[src/rtl/data_stack.sv]
// Operand stack for the stack-processor datapath: WIDTH-bit words, DEPTH entries,
// TOS/NOS decoded from registered state, sticky overflow/underflow flags.
module data_stack #(
    parameter int WIDTH = 16,
    parameter int DEPTH = 16,
    parameter int CW    = 5
) (
    input  logic             clk,
    input  logic             reset,
    input  logic             push,
    input  logic             pop,
    input  logic [WIDTH-1:0] din,
    input  logic             clr_err,
    output logic [WIDTH-1:0] tos,
    output logic [WIDTH-1:0] nos,
    output logic [CW-1:0]    count,
    output logic             empty,
    output logic             full,
    output logic             overflow,
    output logic             underflow
);

    localparam int AW = $clog2(DEPTH);

    logic [WIDTH-1:0] mem_r [DEPTH];
    logic [CW-1:0]    sp_r;
    logic             overflow_r;
    logic             underflow_r;

    logic             empty_s;
    logic             full_s;
    logic [AW-1:0]    top_idx_s;
    logic [AW-1:0]    nos_idx_s;
    logic             wr_en_s;
    logic [AW-1:0]    wr_idx_s;
    logic [CW-1:0]    sp_nxt_s;
    logic             ovf_set_s;
    logic             unf_set_s;

    // Status decode and entry addressing from the stack pointer alone.
    always_comb begin
        empty_s   = (sp_r == CW'(0));
        full_s    = (sp_r == CW'(DEPTH));
        top_idx_s = AW'(sp_r - CW'(1));
        nos_idx_s = AW'(sp_r - CW'(2));
    end

    // Request decode; full/empty guards keep sp inside 0..DEPTH.
    always_comb begin
        wr_en_s   = 1'b0;
        wr_idx_s  = AW'(sp_r);
        sp_nxt_s  = sp_r;
        ovf_set_s = 1'b0;
        unf_set_s = 1'b0;
        case ({push, pop})
            2'b11: begin
                if (empty_s) begin
                    wr_en_s  = 1'b1;
                    wr_idx_s = AW'(0);
                    sp_nxt_s = CW'(1);
                end else begin
                    wr_en_s  = 1'b1;
                    wr_idx_s = top_idx_s;
                end
            end
            2'b10: begin
                if (full_s) begin
                    ovf_set_s = 1'b1;
                end else begin
                    wr_en_s  = 1'b1;
                    wr_idx_s = AW'(sp_r);
                    sp_nxt_s = sp_r + CW'(1);
                end
            end
            2'b01: begin
                if (empty_s) begin
                    unf_set_s = 1'b1;
                end else begin
                    sp_nxt_s = sp_r - CW'(1);
                end
            end
            default: begin
                sp_nxt_s = sp_r;
            end
        endcase
    end

    // Pointer and sticky error flags; a same-cycle error beats clr_err.
    always_ff @(posedge clk) begin
        if (reset) begin
            sp_r        <= CW'(0);
            overflow_r  <= 1'b0;
            underflow_r <= 1'b0;
        end else begin
            sp_r        <= sp_nxt_s;
            overflow_r  <= ovf_set_s | (overflow_r & ~clr_err);
            underflow_r <= unf_set_s | (underflow_r & ~clr_err);
        end
    end

    // Storage write; contents need no reset since invalid entries are masked.
    always_ff @(posedge clk) begin
        if (wr_en_s && !reset) begin
            mem_r[wr_idx_s] <= din;
        end
    end

    // Output view: invalid TOS/NOS read as zero.
    always_comb begin
        tos       = empty_s ? {WIDTH{1'b0}} : mem_r[top_idx_s];
        nos       = (sp_r >= CW'(2)) ? mem_r[nos_idx_s] : {WIDTH{1'b0}};
        count     = sp_r;
        empty     = empty_s;
        full      = full_s;
        overflow  = overflow_r;
        underflow = underflow_r;
    end

endmodule

[config.mk]
export PLATFORM = sky130hd
export DESIGN_NAME = data_stack
export DESIGN_NICKNAME = d
export VERILOG_FILES = /design/src/rtl/data_stack.sv
export SDC_FILE = /design/constraint.sdc
export NUM_CORES = 1
export LEC_CHECK = 0
export CAP_MARGIN = 20
export CORE_MARGIN = 2
export CORE_UTILIZATION = 40
export CTS_BUF_LIST = sky130_fd_sc_hd__clkbuf_16
export DETAILED_ROUTE_END_ITERATION = 6
export MAX_ROUTING_LAYER = met4
export SYNTH_ARGS = -nofsm -noshare
export SYNTH_HDL_FRONTEND = slang
export SYNTH_SLANG_ARGS = --single-unit
[constraint.sdc]
create_clock -name clk -period 4 [get_ports clk]
set_clock_uncertainty 0.15 [all_clocks]
set_input_delay 0.6 -clock clk [delete_from_list [all_inputs] [get_ports clk]]
set_output_delay 0.6 -clock clk [all_outputs]
set_load 0.005 [all_outputs]
After elaboration in Yosys (flattened, before gate mapping)
Memory sizes are Yosys's and may differ from the RTL's. Cells that the tools add are included.

Memory bits (writable): 256. Logic and storage cells: 41. Memories: 1. Input bits: 21. Register bits after elaboration: 7. Output and inout port bits: 41.

Memory list: mem_r (words 16, width 16, rd ports 2, clocked after memory_dff 0, wr ports 1, line 25) `logic [WIDTH-1:0] mem_r [DEPTH];`.

Magnitude comparators: 1. Muxes and demuxes: 16. Equality and inequality tests: 7. Bitwise operators: 5. $add $sub $neg: 3. Reduce and logical (&&, ||, !) cells: 5.

Operator list (count): 16-bit 2-to-1 mux (2); 5-bit 2-to-1 mux (3); 5-bit one-hot mux with 3 select lines (1); 4-bit 2-to-1 mux (2); 1-bit 2-to-1 mux (7); 2-bit inequality test (second input constant) (3); 5-bit by 1-bit adder with 5-bit output (second input constant) (1); 5-bit equality test (second input constant) (1); 5-bit by 2-bit greater-or-equal comparator with 1-bit output (second input constant) (1); 5-bit logical NOT (1); 5-bit by 1-bit subtractor with 5-bit output (second input constant) (1); 2-bit equality test (second input constant) (2); 4-bit AND reduction (1); 4-bit by 2-bit subtractor with 4-bit output (second input constant) (1); 3-bit nonzero test (1); 1-bit AND (2); 2-bit by 1-bit equality test with 1-bit output (second input constant) (1); 1-bit bitwise OR (2); 1-bit one-hot mux with 2 select lines (1); 1-bit logical AND (1); 1-bit logical NOT (1); 1-bit inverter (1).

Longest topological paths before layout
Gate-level depths: netlist of the first run.

Word-level depth: 6. Depth in mapped cells: 11. Depth with buffers taken out: 6.

Worst setup path after synthesis of the first run
No wires, ideal clock.

Kind: register -> register. From: register sp_r[1], in the netlist count[1]. To: memory mem_r[12][0], enable pin. Data arrival time: 3.301 ns. Clock period less this slack: 3.861 ns. Stages on the path, launching flop included: 12. Slack: 0.139 ns. Buffers on the path: 5. Required time: 3.441 ns. Library setup time: 0.409 ns. Cells stage by stage: dfxtp_1 > clkbuf_1 > buf_2 > inv_1 > ha_1 > clkbuf_1 > buf_2 > buf_4 > nand2_1 > a21oi_1 > a31oi_1 > nor3_1.

Word-level cells in the longest chain between the ends: 6. Elaborated cells on any way between the ends: 10. Classes of those cells: 1 x add/sub; 1 x eq/ne; 6 x mux; 2 x reduce/logical.

RTL lines: from (decl) (line 26) `logic [CW-1:0] sp_r;`; from (signal assigned) (line 95) `sp_r <= sp_nxt_s;`; 5-bit equality test (line 43) `full_s = (sp_r == CW'(DEPTH));`; 1-bit 2-to-1 mux (line 67) `if (full_s) begin`; 1-bit one-hot mux with 2 select lines (line 55) `case ({push, pop})`; 1-bit logical AND (line 103) `if (wr_en_s && !reset) begin`; 1-bit 2-to-1 mux (line 103); 1-bit 2-to-1 mux (implied by the code) (line 104) `mem_r[wr_idx_s] <= din;`; to (decl) (line 25).

Parallel ways exist; a longest one is shown, timed or not.

Worst setup path in the final report of the first run
From: register sp_r[1], in the netlist count[1]. To: output tos[4].

Word-level cells in the longest chain between the ends: 3. Elaborated cells on any way between the ends: 4. Classes of those cells: 1 x add/sub; 1 x mux; 1 x reduce/logical; 1 x memory.

RTL lines: 5-bit by 1-bit subtractor with 5-bit output; memory read 16 x 16 bit; 16-bit 2-to-1 mux (*) (line 110) `tos = empty_s ? {WIDTH{1'b0}} : mem_r[top_idx_s];`; to (decl) (line 14) `output logic [WIDTH-1:0] tos,`.

Every way passes the cells marked *; elsewhere a longest branch is shown, timed or not.

==> results of run 1 <==
kinds of logic (layout without fill, tap and decap cells):
| family | count (synthesis) | after routing | share of synthesized area (%) |
|---|---|---|---|
| adders and majority gates | 11 | 11 | 1.092 |
| DFF | 263 | 263 | 62.11 |
| buffers and inverters | 61 | 182 | 2.363 |
| AOI/OAI and AO/OA | 64 | 64 | 3.654 |
| muxes | 193 | 193 | 28.04 |
| xor gates and xnor gates | 5 | 5 | 0.4071 |
| and+or+nand+nor | 52 | 52 | 2.343 |
repair_timing:
item / in CTS / in global routing
gates cloned: 0 / 0
buffers inserted: 0 / 9
gates resized for setup: 1 / 2
setup endpoints to repair: 2 / 14
pin swaps: 0 / 1
cell type report:
type,instances,area (sq um),area share [%]
Inverter,11,41.29,0.2748
Timing Repair Buffer,117,1110,7.387
Sequential cell,263,7833,52.14
Clock buffer,29,725.7,4.831
Multi-Input combinational cell,325,4574,30.45
Clock inverter,25,244.0,1.624
Tap cell,396,495.5,3.298
placed cells by master (no fill, tap or decap), drive strengths merged, types with 6 or more instances in the layout:
cell | netlist | routed
nor2 | 14 | 14
o22ai | 33 | 33
clkdlybuf4s50 | 0 | 61
clkbuf | 15 | 29
edfxtp | 256 | 256
nand2 | 7 | 7
ha | 11 | 11
buf | 35 | 56
inv | 11 | 18
mux4 | 128 | 128
clkinv | 0 | 13
nor3 | 9 | 9
a21oi | 6 | 6
mux2i | 65 | 65
dfxtp | 7 | 7
power by group:
part | switching [mW] | internal, mW
sequential | 0.0314 | 3.09
combinational | 1.37 | 1.49
clock | 1.06 | 1.63
total | 2.46 | 6.21
metal layers:
metal | global-route usage, % | wire [um] | vias to the layer above
met5 | - | 0 | -
met4 | 5.236 | 754 | 0
met3 | 2.367 | 1673 | 63
met2 | 33.84 | 16190 | 253
met1 | 27.81 | 13710 | 3833
li1 | - | - | 2989
worst max-delay path, cell delays in order (launching register included):
cell                              delay, ps
sky130_fd_sc_hd__dfxtp_2                330
sky130_fd_sc_hd__inv_1                  130
sky130_fd_sc_hd__ha_1                   270
sky130_fd_sc_hd__a21boi_2               200
sky130_fd_sc_hd__xnor2_4                390
sky130_fd_sc_hd__buf_4                  340
sky130_fd_sc_hd__mux2i_1                110
sky130_fd_sc_hd__o22ai_1                240
sky130_fd_sc_hd__clkdlybuf4s50_1        560
how the worst min path moves through the flow:
stage | slack (ps) | cells past startpoint | endpoint | from
3_3_place_gp | 430 | 3 | underflow$_SDFF_PP0_ | underflow$_SDFF_PP0_
4_1_cts | 450 | 3 | underflow$_SDFF_PP0_ | underflow$_SDFF_PP0_
3_5_place_dp | 430 | 3 | underflow$_SDFF_PP0_ | underflow$_SDFF_PP0_
2_1_floorplan | 430 | 3 | overflow$_SDFF_PP0_ | overflow$_SDFF_PP0_
6_report | 450 | 3 | underflow$_SDFF_PP0_ | underflow$_SDFF_PP0_
5_1_grt | 530 | 3 | underflow$_SDFF_PP0_ | underflow$_SDFF_PP0_
per-stage QoR:
step / cell area, sq um / power (mW) / instances / setup WS, ps / util, %
final: 15020 / 8.665 / 1166 / 133.8 / 48.73
after global routing: 15020 / 9.034 / 1166 / 3.233 / 48.73
after CTS: 14950 / 8.687 / 1157 / 20.78 / 48.49
after detailed placement: 13980 / 5.992 / 1103 / 491.9 / 45.33
after floorplan: 12600 / 5.002 / 649 / 139.5 / -
after global placement: 13980 / 5.960 / 1103 / 512.3 / 45.33
state kept, by name, indices dropped and copies added (netlist names):
name / count
count: 5
overflow: 1
mem_r: 256
underflow: 1
==> implementation parameters, run 1 <==
Parameter                              Value

Run status
  Result of the run    finished, final reports clean

Clocking
  Clock buffers created by TritonCTS    29
  Quantity of hold-fixing buffers added after cts    0
  Clk sink count    263
  CTS tree    yes
  Clock transition at the registers of the reported paths    60 ps
  CTS H-Tree Depth    1
  Root cell of the clock tree    sky130_fd_sc_hd__clkbuf_16
  Buffer levels on the longest clock path    3
  Clock Latency Late Sink    540 ps

Drt
  Residual DRC count    0
  Number of vias in the routed layout    7,138
  Detailed-route wire length    32,330 um
  Detailed-route vias per instance    6.122
  Final ANT Viol Nets    0
  Routed WL per cell    27.72 um
  Detailed-router iteration count before antenna repair    7
  First-iteration detailed-routing DRC count    709

Final layout
  Area added between synthesis and finish    19.20%
  Fill cell instance count of the final layout    2,481
  Final layout net count    779
  Layout cell share with drive strength beyond 1    33.64%
  Diode insertion count for antenna repair    0

Worst setup path
  Launch point of the critical path    count[1]$_SDFFE_PP0P_
  Critical Path End    tos[4]
  Destination of the worst register-to-register timing path    mem_r[0][10]$_DFFE_PP_
  Arrival time at the worst endpoint    3120 ps
  Critical path class    register to output port
  Critical Path End Type    output port
  Worst-path fanout max    11
  Critical path required time    3250 ps
  Worst R2R Start    count[1]$_SDFFE_PP0P_
  R2R Setup Slk    980 ps
  Worst reg2reg path depth    8
  Category of the worst setup path launch point    register

GRT
  Vias in the first global route    7,528
  Total grt overflow    0
  Total GRT Usage    20.65%
  Antenna violations before repair    0
  Pin count of the biggest net entering global routing    104
  First-pass GRT wire length    49,120 um

Placed design
  Routability-driven placement congestion ratio    0.7749
  Post-detailed-placement half-perimeter wirelength    19,550 um
  Port Buf Inserts    61

Power
  Leakage power total    4.683 nW
  Max VDD drop    0.3309 mV
  Areal power density over the cells    576.8 nW/um^2

Yosys
  Top flip-flop cell by instance count after synthesis    sky130_fd_sc_hd__edfxtp_1
  Total of flip-flops plus latches after synthesis    263
  Count of distinct cell types in the synthesized netlist    52
  Netlist area before placement    12,600 sq um
  Post-synth top area cell    sky130_fd_sc_hd__edfxtp_1
  Async S/R FF share, synth    0%
  Number of enable-type register cells in the synthesized netlist    256
  Mapped Cells    649
  Synthesized area per cell    19.42 sq um
  Sequential-to-total area share from yosys stat    62.11%
  Total nets after synthesis    681
  Dominant cell by count in the synthesized netlist    sky130_fd_sc_hd__edfxtp_1
  Synthesis Warnings    0
  Most frequent cells after synthesis    sky130_fd_sc_hd__edfxtp_1 (256), sky130_fd_sc_hd__mux4_2 (128), sky130_fd_sc_hd__mux2i_1 (65)
  Portion of synthesized cell area occupied by the leading cell type    60.99%
  Top cells by area, synth    sky130_fd_sc_hd__edfxtp_1 (61%), sky130_fd_sc_hd__mux4_2 (23%), sky130_fd_sc_hd__mux2i_1 (5.2%), sky130_fd_sc_hd__o22ai_1 (1.6%), sky130_fd_sc_hd__dfxtp_1 (1.1%)

Die
  Initial standard-cell utilization of the core    40.88%
  Die Y-Extent    181.5 um
  Number of top-level design ports    62
  Core ar.    30,830 sq um
  Die boundary width    181.5 um
  Row cnt    64
  Die area    32,940 sq um

Timing
  Worst slew pin tran    736.3 ps
  Unrepaired setup endpoints after global routing    true
  Total count of hold-check failures in the final report    0
  Final Max Slew Viols    0
  Post-layout minimum cycle time    3866 ps
  Crit share post-route    96.65%
  Maximum operating frequency    258.7 MHz
  Worst hold slack    445.4 ps
  Final setup violating endpoints    0
  Max transition margin    50.27%
  Final-layout setup total negative slack    0 ps

Job
  Max-cap violations    0

Worst hold path
  HP Class    register to register
Note: power is estimated with default switching activity, not from simulation.
==> run 2, diff against run 1 <==
Settings changed: TNS_END_PERCENT set to 100.
==> results of run 2 <==
No change in the layout: final DEF, timing and power equal those of run 1.
==> run 3, diff against run 2 <==
Clock period 4 ns to 4.15 ns, I/O delays scaled along.
==> run 3 against run 2 <==
  * Wire length down 1.1%
  * Global-route usage down 0.86 points
  * Non-clock buffer count down 4
  * Flip-flop and latch count did not move
  * Utilization decreased by 0.48 points
  * Power decreased by 7.5%
  * Clock power is 14% lower
  * Sequential power fell by 4%
  * Combinational power shrank 6%
  * Critical path depth shrank 1
  * Clock-buffer cell count did not move
==> implementation parameters, run 3 (same netlist as run 1, synthesis figures left out) <==
Parameter                              Value

Timing
  Worst Setup Slack, final    151.7 ps
  Total count of hold-check failures in the final report    0
  Worst hold slack    437.2 ps
  Final setup violating endpoints    0
  Unrepaired setup endpoints after global routing    false
  Max transition margin    53.09%
  Maximum operating frequency    250.1 MHz
  Final-layout setup total negative slack    0 ps
  Crit share post-route    96.34%
  Worst slew pin tran    703.6 ps
  Post-layout minimum cycle time    3998 ps
  Final Max Slew Viols    0

Die
  Die boundary width    181.5 um
  Number of top-level design ports    62
  Core ar.    30,830 sq um
  Die Y-Extent    181.5 um
  Die area    32,940 sq um
  Row cnt    64
  Initial standard-cell utilization of the core    40.88%

Clocking
  Clock transition at the registers of the reported paths    60 ps
  Root cell of the clock tree    sky130_fd_sc_hd__clkbuf_16
  Quantity of hold-fixing buffers added after cts    0
  Clock Latency Late Sink    540 ps
  Buffer levels on the longest clock path    3
  Clk sink count    263
  Clock buffers created by TritonCTS    29
  CTS tree    yes
  CTS H-Tree Depth    1

Placed design
  Routability-driven placement congestion ratio    0.7979
  Setup WS pre-CTS    567.4 ps
  Post-detailed-placement half-perimeter wirelength    19,820 um
  Port Buf Inserts    61
  Placed Cells    1,106

Final layout
  Top register by number of flip-flops    mem_r
  Combined area of the multi-input logic cells    4568 sq um
  Register area    7834 sq um
  Commonest non-fill, non-tap cells in the layout    sky130_fd_sc_hd__edfxtp_1 (256), sky130_fd_sc_hd__mux4_2 (128), sky130_fd_sc_hd__mux2i_1 (65)
  Diode insertion count for antenna repair    0
  Final non-filler cell total    1,159
  Area added between synthesis and finish    18.03%
  Final layout net count    775
  Layout cell share with drive strength beyond 1    32.37%
  Fill cell instance count of the final layout    2,521
  Most common cell after layout, fill and taps aside    sky130_fd_sc_hd__edfxtp_1
  Number of flip-flops in the largest register    256

GRT
  Vias in the first global route    7,468
  Antenna violations before repair    0
  Total grt overflow    0
  Total GRT Usage    19.78%
  Pin count of the biggest net entering global routing    113
  First-pass GRT wire length    47,140 um

Drt
  Final ANT Viol Nets    0
  Residual DRC count    0
  Detailed-router iteration count before antenna repair    5
  First-iteration detailed-routing DRC count    810
  Detailed-route wire length    31,960 um
  Number of vias in the routed layout    7,061
  Detailed-route vias per instance    6.092
  Routed WL per cell    27.58 um

Worst setup path
  Worst-path fanout max    19
  Category of the worst setup path launch point    register
  Critical path class    register to output port
  Critical Path End Type    output port
  Arrival time at the worst endpoint    3230 ps
  Critical path required time    3380 ps

Power
  Areal power density over the cells    538.8 nW/um^2
  Leakage power total    4.614 nW
  Max VDD drop    0.3032 mV

Job
  Max-cap violations    0

Run status
  Result of the run    finished, final reports clean

Worst hold path
  HP Class    register to register
## run 3: cell count changes in the layout (fill, tap and decap cells not counted), sizes merged
cell / change
bufinv: -4
inv: +3
clkbuf: +1
clkinv: -2
buf: -5
## run 3: repair_timing
action,in CTS,in global routing
hold endpoints to repair,0,0
cloned,0,1
pin swaps,0,1
setup endpoints to repair,1,25
setup buffers,0,1
resized for setup,1,2
## run 3: metal layers
| layer | vias to the layer above | wire (um) | track usage (%) |
|---|---|---|---|
| li1 | 2978 | - | - |
| met1 | 3747 | 12950 | 25.70 |
| met2 | 283 | 15660 | 32.09 |
| met3 | 53 | 2582 | 3.931 |
| met4 | 0 | 775 | 5.268 |
| met5 | - | 0 | - |
## run 3: path summary, 6_finish.rpt
check | cells after the start | slack, ps | startpoint | to
worst min-delay path | 2 | 440 | count[2]$_SDFFE_PP0P_ | count[2]$_SDFFE_PP0P_
worst max register to register | 8 | 1150 | count[1]$_SDFFE_PP0P_ | mem_r[5][7]$_DFFE_PP_
worst min register to register | 2 | 440 | count[2]$_SDFFE_PP0P_ | count[2]$_SDFFE_PP0P_
worst max-delay path | 7 | 150 | count[0]$_SDFFE_PP0P_ | tos[1]
## run 3: stage by stage
stage          area, sq um  util [%]  total power [mW]
2_1_floorplan        12600         -             4.821
4_1_cts              14830     48.10             8.031
3_5_place_dp         13970     45.32             5.734
3_3_place_gp         13970     45.32             5.707
6_report             14880     48.25             8.015
5_1_grt              14880     48.25             8.358
## run 3: layout make-up
type                            instances  area share (%)
Tap cell                              396           3.331
Inverter                               11          0.2776
Timing Repair Buffer                  113           7.309
Clock inverter                         22          0.8327
Clock buffer                           29           4.878
Sequential cell                       263           52.66
Multi-Input combinational cell        325           30.71
## run 3: worst max-delay path: stages (launching register included)
cell	delay [ps]
sky130_fd_sc_hd__dfxtp_4	420
sky130_fd_sc_hd__inv_1	190
sky130_fd_sc_hd__ha_4	490
sky130_fd_sc_hd__buf_12	250
sky130_fd_sc_hd__mux4_2	530
sky130_fd_sc_hd__mux2i_1	160
sky130_fd_sc_hd__o22ai_1	120
sky130_fd_sc_hd__clkdlybuf4s50_1	490
## run 3: report_power, final
| part | switching (mW) | leakage (nW) | internal, mW | total [mW] |
|---|---|---|---|---|
| sequential | 0.0372 | 2.36 | 2.98 | 3.01 |
| clock | 0.983 | 0.453 | 1.32 | 2.30 |
| combinational | 1.31 | 1.80 | 1.40 | 2.70 |
